===== src/rtl/wall_timer.sv =====
// Wall-clock timer: programmable prescaler, CNT_W-bit tick counter, compare unit raising a level irq.
// Register writes land on the strobe edge; reads return one cycle later on reg_rvalid; never stalls.
module wall_timer #(
  parameter int CNT_W   = 64,
  parameter int PRE_W   = 16,
  parameter int DEF_DIV = 1000
) (
  input  logic             clk,
  input  logic             resetn,
  input  logic             reg_wen,
  input  logic             reg_ren,
  input  logic [2:0]       reg_addr,
  input  logic [31:0]      reg_wdata,
  output logic [31:0]      reg_rdata,
  output logic             reg_rvalid,
  output logic [CNT_W-1:0] cnt_val,
  output logic             tick,
  output logic             irq
);

  localparam int HI_W = CNT_W - 32;

  localparam logic [2:0] A_CTRL   = 3'd0;
  localparam logic [2:0] A_DIV    = 3'd1;
  localparam logic [2:0] A_CNT_LO = 3'd2;
  localparam logic [2:0] A_CNT_HI = 3'd3;
  localparam logic [2:0] A_CMP_LO = 3'd4;
  localparam logic [2:0] A_CMP_HI = 3'd5;
  localparam logic [2:0] A_PERIOD = 3'd6;
  localparam logic [2:0] A_STATUS = 3'd7;

  logic             en;
  logic             cmp_en;
  logic             periodic;
  logic [PRE_W-1:0] div;
  logic [PRE_W-1:0] pre;
  logic [CNT_W-1:0] cnt;
  logic [CNT_W-1:0] cmp;
  logic [31:0]      period;
  logic             pend;
  logic [HI_W-1:0]  hi_shadow;

  logic             wr_ctrl, wr_div, wr_cnt_lo, wr_cnt_hi, wr_cnt;
  logic             wr_cmp_lo, wr_cmp_hi, wr_period, wr_status;
  logic [PRE_W-1:0] pre_last;
  logic             pre_wrap;
  logic             step;
  logic [CNT_W-1:0] cnt_inc;
  logic             match;
  logic [31:0]      rd_mux;

  assign wr_ctrl   = reg_wen && (reg_addr == A_CTRL);
  assign wr_div    = reg_wen && (reg_addr == A_DIV);
  assign wr_cnt_lo = reg_wen && (reg_addr == A_CNT_LO);
  assign wr_cnt_hi = reg_wen && (reg_addr == A_CNT_HI);
  assign wr_cmp_lo = reg_wen && (reg_addr == A_CMP_LO);
  assign wr_cmp_hi = reg_wen && (reg_addr == A_CMP_HI);
  assign wr_period = reg_wen && (reg_addr == A_PERIOD);
  assign wr_status = reg_wen && (reg_addr == A_STATUS);
  assign wr_cnt    = wr_cnt_lo || wr_cnt_hi;

  // DIV of 0 is treated as a divide-by-one.
  assign pre_last = (div == '0) ? '0 : div - PRE_W'(1);
  assign pre_wrap = en && (pre == pre_last);
  // A software counter write swallows the increment, the tick pulse and the compare.
  assign step     = pre_wrap && !wr_cnt;
  assign cnt_inc  = cnt + CNT_W'(1);
  assign match    = step && cmp_en && (cnt_inc == cmp);

  always_ff @(posedge clk or negedge resetn) begin
    if (!resetn) begin
      en       <= 1'b0;
      cmp_en   <= 1'b0;
      periodic <= 1'b0;
      div      <= PRE_W'(DEF_DIV);
      period   <= '0;
    end else begin
      if (wr_ctrl) begin
        en       <= reg_wdata[0];
        cmp_en   <= reg_wdata[1];
        periodic <= reg_wdata[2];
      end
      if (wr_div)    div    <= reg_wdata[PRE_W-1:0];
      if (wr_period) period <= reg_wdata;
    end
  end

  always_ff @(posedge clk or negedge resetn) begin
    if (!resetn) begin
      pre  <= '0;
      cnt  <= '0;
      tick <= 1'b0;
    end else begin
      if (wr_ctrl || wr_div || !en || pre_wrap) pre <= '0;
      else                                      pre <= pre + PRE_W'(1);

      if (wr_cnt_lo)      cnt[31:0]       <= reg_wdata;
      else if (wr_cnt_hi) cnt[CNT_W-1:32] <= reg_wdata[HI_W-1:0];
      else if (step)      cnt             <= cnt_inc;

      tick <= step;
    end
  end

  // A software CMP write wins over the periodic reload; a match wins over W1C.
  always_ff @(posedge clk or negedge resetn) begin
    if (!resetn) begin
      cmp  <= '1;
      pend <= 1'b0;
    end else begin
      if (wr_cmp_lo)               cmp[31:0]       <= reg_wdata;
      else if (wr_cmp_hi)          cmp[CNT_W-1:32] <= reg_wdata[HI_W-1:0];
      else if (match && periodic)  cmp             <= cmp + CNT_W'(period);

      if (match)                          pend <= 1'b1;
      else if (wr_status && reg_wdata[0]) pend <= 1'b0;
    end
  end

  always_comb begin
    rd_mux = '0;
    case (reg_addr)
      A_CTRL:   rd_mux = {29'd0, periodic, cmp_en, en};
      A_DIV:    rd_mux = 32'(div);
      A_CNT_LO: rd_mux = cnt[31:0];
      A_CNT_HI: rd_mux = 32'(hi_shadow);
      A_CMP_LO: rd_mux = cmp[31:0];
      A_CMP_HI: rd_mux = 32'(cmp[CNT_W-1:32]);
      A_PERIOD: rd_mux = period;
      A_STATUS: rd_mux = {31'd0, pend};
      default:  rd_mux = '0;
    endcase
  end

  // Reading LO snapshots the upper half so a later HI read pairs coherently.
  always_ff @(posedge clk or negedge resetn) begin
    if (!resetn) begin
      reg_rdata  <= '0;
      reg_rvalid <= 1'b0;
      hi_shadow  <= '0;
    end else begin
      reg_rvalid <= reg_ren;
      if (reg_ren) reg_rdata <= rd_mux;
      if (reg_ren && (reg_addr == A_CNT_LO)) hi_shadow <= cnt[CNT_W-1:32];
    end
  end

  assign cnt_val = cnt;
  assign irq     = pend && cmp_en;

endmodule


===== config.mk =====
export PLATFORM = sky130hd
export DESIGN_NAME = wall_timer
export DESIGN_NICKNAME = d
export VERILOG_FILES = /design/src/rtl/wall_timer.sv
export SDC_FILE = /design/constraint.sdc
export NUM_CORES = 1
export LEC_CHECK = 0
export BUFFER_PORTS_ARGS = -buffer_cell sky130_fd_sc_hd__buf_4
export CORE_MARGIN = 3
export CORE_UTILIZATION = 35
export DETAILED_ROUTE_END_ITERATION = 10
export GPL_ROUTABILITY_DRIVEN = 0
export SLEW_MARGIN = 20
export SYNTH_ARGS = -nofsm -noshare
export SYNTH_HDL_FRONTEND = slang
export SYNTH_SLANG_ARGS = --single-unit

===== constraint.sdc =====
create_clock -name clk -period 4.1 [get_ports clk]
set_clock_uncertainty 0.1 [all_clocks]
set_input_delay 0.615 -clock clk [delete_from_list [all_inputs] [get_ports clk]]
set_output_delay 0.615 -clock clk [all_outputs]
set_load 0.01 [all_outputs]

# Word level (Yosys, flattened, before mapping)
# Index checks and enable logic that the tools add are counted.
classes:
  mux: 13
  n_reduce_logical: 33
  eq_ne: 11
  n_bitwise: 2
  add_sub_neg: 4
op_table:
  columns: ["cell", "n"]
  rows:
  - ["$pmux W32 S8", 1]
  - ["$mux W32", 6]
  - ["$mux W64", 2]
  - ["$add A64 B1 Y64 const B", 1]
  - ["$add A64 B32 Y64", 1]
  - ["$eq A64 B64 Y1", 1]
  - ["$mux W16", 2]
  - ["$add A16 B1 Y16 const B", 1]
  - ["$eq A16 B16 Y1", 1]
  - ["$logic_and A1 B1 Y1", 16]
  - ["$logic_not A16 Y1", 1]
  - ["$sub A16 B1 Y16 const B", 1]
  - ["$eq A3 B3 Y1 const B", 4]
  - ["$reduce_bool A2 Y1", 5]
  - ["$reduce_and A2 Y1", 4]
  - ["$eq A3 B2 Y1 const B", 2]
  - ["$logic_or A1 B1 Y1", 4]
  - ["$ne A2 B2 Y1 const B", 2]
  - ["$eq A3 B1 Y1 const B", 1]
  - ["$logic_not A3 Y1", 1]
  - ["$logic_not A1 Y1", 2]
  - ["$mux W1", 2]
  - ["$not A1 Y1", 2]
totals:
  reg_bits: 262
  inputBits: 39
  elab_cells: 78
  output_inout_bits: 99

# Longest topological paths before layout
depth:
  ltp_word: 11
  depth_mapped: 17
  ltp_nobuf: 14

# Worst setup path after synthesis
# No wires, ideal clock.
synth_path:
  path_type: "register to register"
  from: "reg cnt[5] (netlist: cnt_val[5])"
  to: "reg cmp[46]"
  setup_ns: 0.098
  period_less_slack_ns: 4.385
  n_path_buf: 4
  stages_incl_launch_ff: 16
  required_time_ns: 3.902
  slack_ns: -0.285
  arrival_ns: 4.187
  cell_sequence: "dfrtp_1 buf_2 nand4_4 or4_1 buf_4 nor3_1 nand3_1 xnor2_1 a211oi_1 nand3_1 or4_1 buf_2 or3_1 buf_2 or4_1 o311ai_1"
synth_between:
  elab_chain_cells: 6
synth_rtl:
  columns: ["item", "line", "rtl"]
  rows:
  - ["start: declaration", "37", "logic [CNT_W-1:0] cnt;"]
  - ["start signal: assignment", "97", "if (wr_cnt_lo) cnt[31:0] <= reg_wdata;"]
  - ["start signal: indexed assignment", "98", "else if (wr_cnt_hi) cnt[CNT_W-1:32] <= reg_wdata[HI_W-1:0];"]
  - ["start signal: assignment", "99", "else if (step) cnt <= cnt_inc;"]
  - ["$add A64 B1 Y64", "67", "assign cnt_inc = cnt + CNT_W'(1);"]
  - ["$eq A64 B64 Y1", "68", "assign match = step && cmp_en && (cnt_inc == cmp);"]
  - ["$logic_and A1 B1 Y1", "68", null]
  - ["$logic_and A1 B1 Y1", "113", "else if (match && periodic) cmp <= cmp + CNT_W'(period);"]
  - ["$reduce_bool A2 Y1 (no source line)", null, null]
  - ["$reduce_and A2 Y1 (no source line)", null, null]
  - ["end signal: indexed assignment", "112", "else if (wr_cmp_hi) cmp[CNT_W-1:32] <= reg_wdata[HI_W-1:0];"]
  - ["end signal: assignment", "113", null]
  - ["end: declaration", "38", "logic [CNT_W-1:0] cmp;"]
# Every way passes these cells.
# A chain may end at the register's enable or synchronous reset.

# Final worst setup path
layout_path:
  from: "reg cnt[5] (netlist: cnt_val[5])"
  to: "reg cmp[20]"
# Same word-level chain as after synthesis.

==> results by group <==
Finish
  – N_diodes: 0
  – Fin nets: 2672
  – Layout cells sized above 1: 0.333
  – Synth-to-layout area growth: 32.1%
  – Final Util: 0.468
  – Final non-filler cell total: 3318

Timing
  – Rel. slew slack: 0.367
  – Final Hold Violating Endpoints: 0
  – Final period util: 1.08
  – Pins Over Slew Limit: 0
  – Fmax: 226 MHz
  – Min cycle time layout: 4.42 ns
  – Setup TNS: -14.99 ns
  – Final worst slack: -0.317 ns
  – Hold Slack: 0.218 ns
  – Setup Viol. Count Final: 64
  – Worst Max-Slew Pin Slew: 0.950 ns
  – RSZ-0062 raised after global routing: yes

Synth
  – Yosys Warn Count: 0
  – Syn_nets: 2308
  – Primary FF master, synth: dfrtp_1
  – Post-Syn Area per Cell: 8.56 sq um
  – Mapped Cells: 2233
  – Distinct cells, synth: 85
  – Cell Area, Synth: 0.0191 sq mm
  – Synthesis-stage register bit count: 262
  – Async set or reset register ratio after synthesis: 1.00
  – Seq/Total Area, Yosys: 0.348
  – EDFF count, synth: 0

Floorplan
  – Initial cell density of the core: 0.354
  – Die extent in y: 240 microns
  – Row cnt: 85
  – I/O pin count: 138
  – Die Wd: 240 microns
  – Core footprint: 0.0539 sq mm
  – Die area: 0.0574 sq mm

Detailed routing
  – Uppermost layer routed: met4
  – Met3 wire len: 11100 microns
  – Vias: 21337
  – Via-per-instance ratio: 6.43
  – Wire length per cell: 26.8 microns
  – Drt total wl: 89000 microns
  – Initial DRC Count: 3139
  – Met1 WL: 35100 microns
  – DR pass1 iterations: 7
  – DRC violations left: 0
  – Met2 WL: 36800 microns
  – ANT nets after route: 0

Pwr
  – LEAKAGE: 0.0106 uW
  – Worst vdd ir: 0.000348 V
  – PwrDens: 454 mW/mm^2

Clocking
  – CTS tree: built
  – TritonCTS Buffers: 31
  – Max Root-Sink Buffers: 3
  – Clock root cell: clkbuf_16
  – CTS Sinks: 262
  – Skew-Pair Late Insertion Delay: 0.61 ns
  – H-tree level count: 1
  – Worst-path clk slew: 0.07 ns

Global routing
  – Largest net degree at the start of global routing: 91
  – Vias in the first global route: 19828
  – GRT Total Usage: 0.298
  – Initial antenna violation count: 3
  – Global route overflow: 0
  – First-pass GRT wire length: 130000 microns

Job
  – MaxCap Viol Count: 0

Worst setup path
  – Worst path top cell family by delay: simple AND/OR/NAND/NOR gates
  – Critical Path Fanout Max: 16
  – FF-to-FF path depth: 13
  – Crit-path max cell delay: 0.75 ns
  – Critical path class: flip-flop to flip-flop
  – CP Depth: 13
  – WP data arrival: 4.85 ns
  – Crit path required time: 4.53 ns
  – CP bufs+invs: 3
  – Critical path endpoint category: flip-flop
  – Crit path launch type: flip-flop
  – Critical path's slowest cell: nor4_1
  – CP cell instances: nand4_4 -> or4_4 -> buf_8 -> buf_4 -> nor4_1 -> xnor2_1 -> a21o_1 -> nor4_4 -> nand4_1 -> or3_4 -> a21o_4 -> bufbuf_16 -> a221o_1

Outcome
  – Failing checks: setup timing
  – Status: complete, but fails checks

Placement
  – DP Wirelength: 66400 microns
  – PortBufs: 137
  – Dpl cells: 3242
  – Dpl ws: -0.559 ns

Worst hold path
  – Worst Hold Class: input port to flip-flop
  – Hold Crit Depth: 3
==> flip-flops by register name (all words and copies together), names as in the netlist <==
| signal | count |
|---|---|
| en | 1 |
| pre | 16 |
| cmp | 64 |
| div | 16 |
| periodic | 1 |
| pend | 1 |
| cmp_en | 1 |
| hi_shadow | 32 |
| period | 32 |
| cnt_val | 64 |
| reg_rdata | 32 |
| tick | 1 |
| reg_rvalid | 1 |
==> Yosys cell counts (31+ instances only) <==
cell      count  area (sq um)
a21oi_1     170           851
a221o_1      31           310
a221oi_1     31           272
and3_1       42           263
clkbuf_1    152           571
dfrtp_1     192          4800
dfstp_2      70          1840
ha_1         35           438
inv_1        39           146
mux2_2      113          1270
nand2_1     165           619
nand3_1     101           505
nand4_1      69           432
nor2_1      168           631
nor3_1       75           375
nor4_1       48           300
o21ai_0     101           505
o22ai_1      36           225
xnor2_1      92           806
xor2_1       58           508
==> stage by stage <==
stage	cell area (sq um)	total power (uW)
floorplan	19300	6070
global placement	23300	8010
detailed placement	23300	8080
CTS	24800	11200
global route	25200	11900
finish	25200	11500
==> worst reg2reg max path: cells and delay by family, from the launching register on <==
kind | cells | cell delay (ns)
AND/OR/NAND/NOR | 6 | 2.24
AO/OA/AOI/OAI | 3 | 0.82
buffers and inverters | 3 | 0.65
flip-flops | 1 | 0.39
XOR/XNOR | 1 | 0.14
==> power by group <==
| part | switching (uW) | total [uW] | leakage [uW] | internal (uW) |
|---|---|---|---|---|
| logic | 2510 | 4560 | 0.00699 | 2040 |
| clock network | 1250 | 3090 | 0.000541 | 1840 |
| registers | 665 | 3820 | 0.00303 | 3150 |
==> cell type report <==
class | count | area [sq um]
fill | 5135 | 28700
tap | 696 | 871
inverter | 40 | 150
clock buffer | 39 | 846
timing repair buffer | 525 | 4200
sequential | 262 | 6650
multi-input combinational | 1737 | 12300
clock inverter | 19 | 265
==> cells by family (layout without fill, tap and decap cells) <==
family,Yosys count,in the layout,share of synthesized area
and+or+nand+nor,832,832,0.231
AOI/OAI and AO/OA,586,586,0.204
DFF,262,262,0.348
buffers and inverters,234,623,0.0481
xor gates and xnor gates,150,150,0.0687
muxes,133,133,0.0771
adders and majority gates,36,36,0.0240
==> layout by cell type, fill, tap and decap left out, drive strengths merged, types with 28 or more instances in the layout <==
master,instances
nor3,75
a21oi,170
xor2,58
nand2,165
buf,522
nor4,54
o21ai,104
nand4,70
o22ai,36
xnor2,92
a221oi,31
dfrtp,192
clkbuf,39
dfstp,70
and3,42
nor2,168
nand3,101
a22oi,28
a221o,31
mux2,113
ha,35
inv,43
==> worst paths after layout <==
check,start,slack [ns],to
setup / recovery,cnt_val[5],-0.32,cmp[20]
hold / removal,reg_wdata[26],0.22,cmp[58]
setup reg to reg,cnt_val[5],-0.32,cmp[20]
hold reg to reg,hi_shadow[20],0.41,hi_shadow[20]
max in group asynchronous,resetn,2.38,cmp[37]
min in group asynchronous,resetn,0.49,pre[13]
==> what timing repair did <==
item | in CTS | in global routing
endpoints found under the hold margin | 14 | 0
setup buffers | 2 | 12
setup endpoints to repair | 64 | 64
gates cloned | 3 | 0
pin swaps | 17 | 46
resized for setup | 61 | 60
hold buffers | 1 | 0
==> metal layers <==
metal | global-route usage | up-vias
met5 | 0 | -
met1 | 0.406 | 10305
li1 | - | 9105
met2 | 0.434 | 1575
met4 | 0.147 | 0
met3 | 0.0807 | 352
Note: power is estimated with default switching activity, not from simulation.
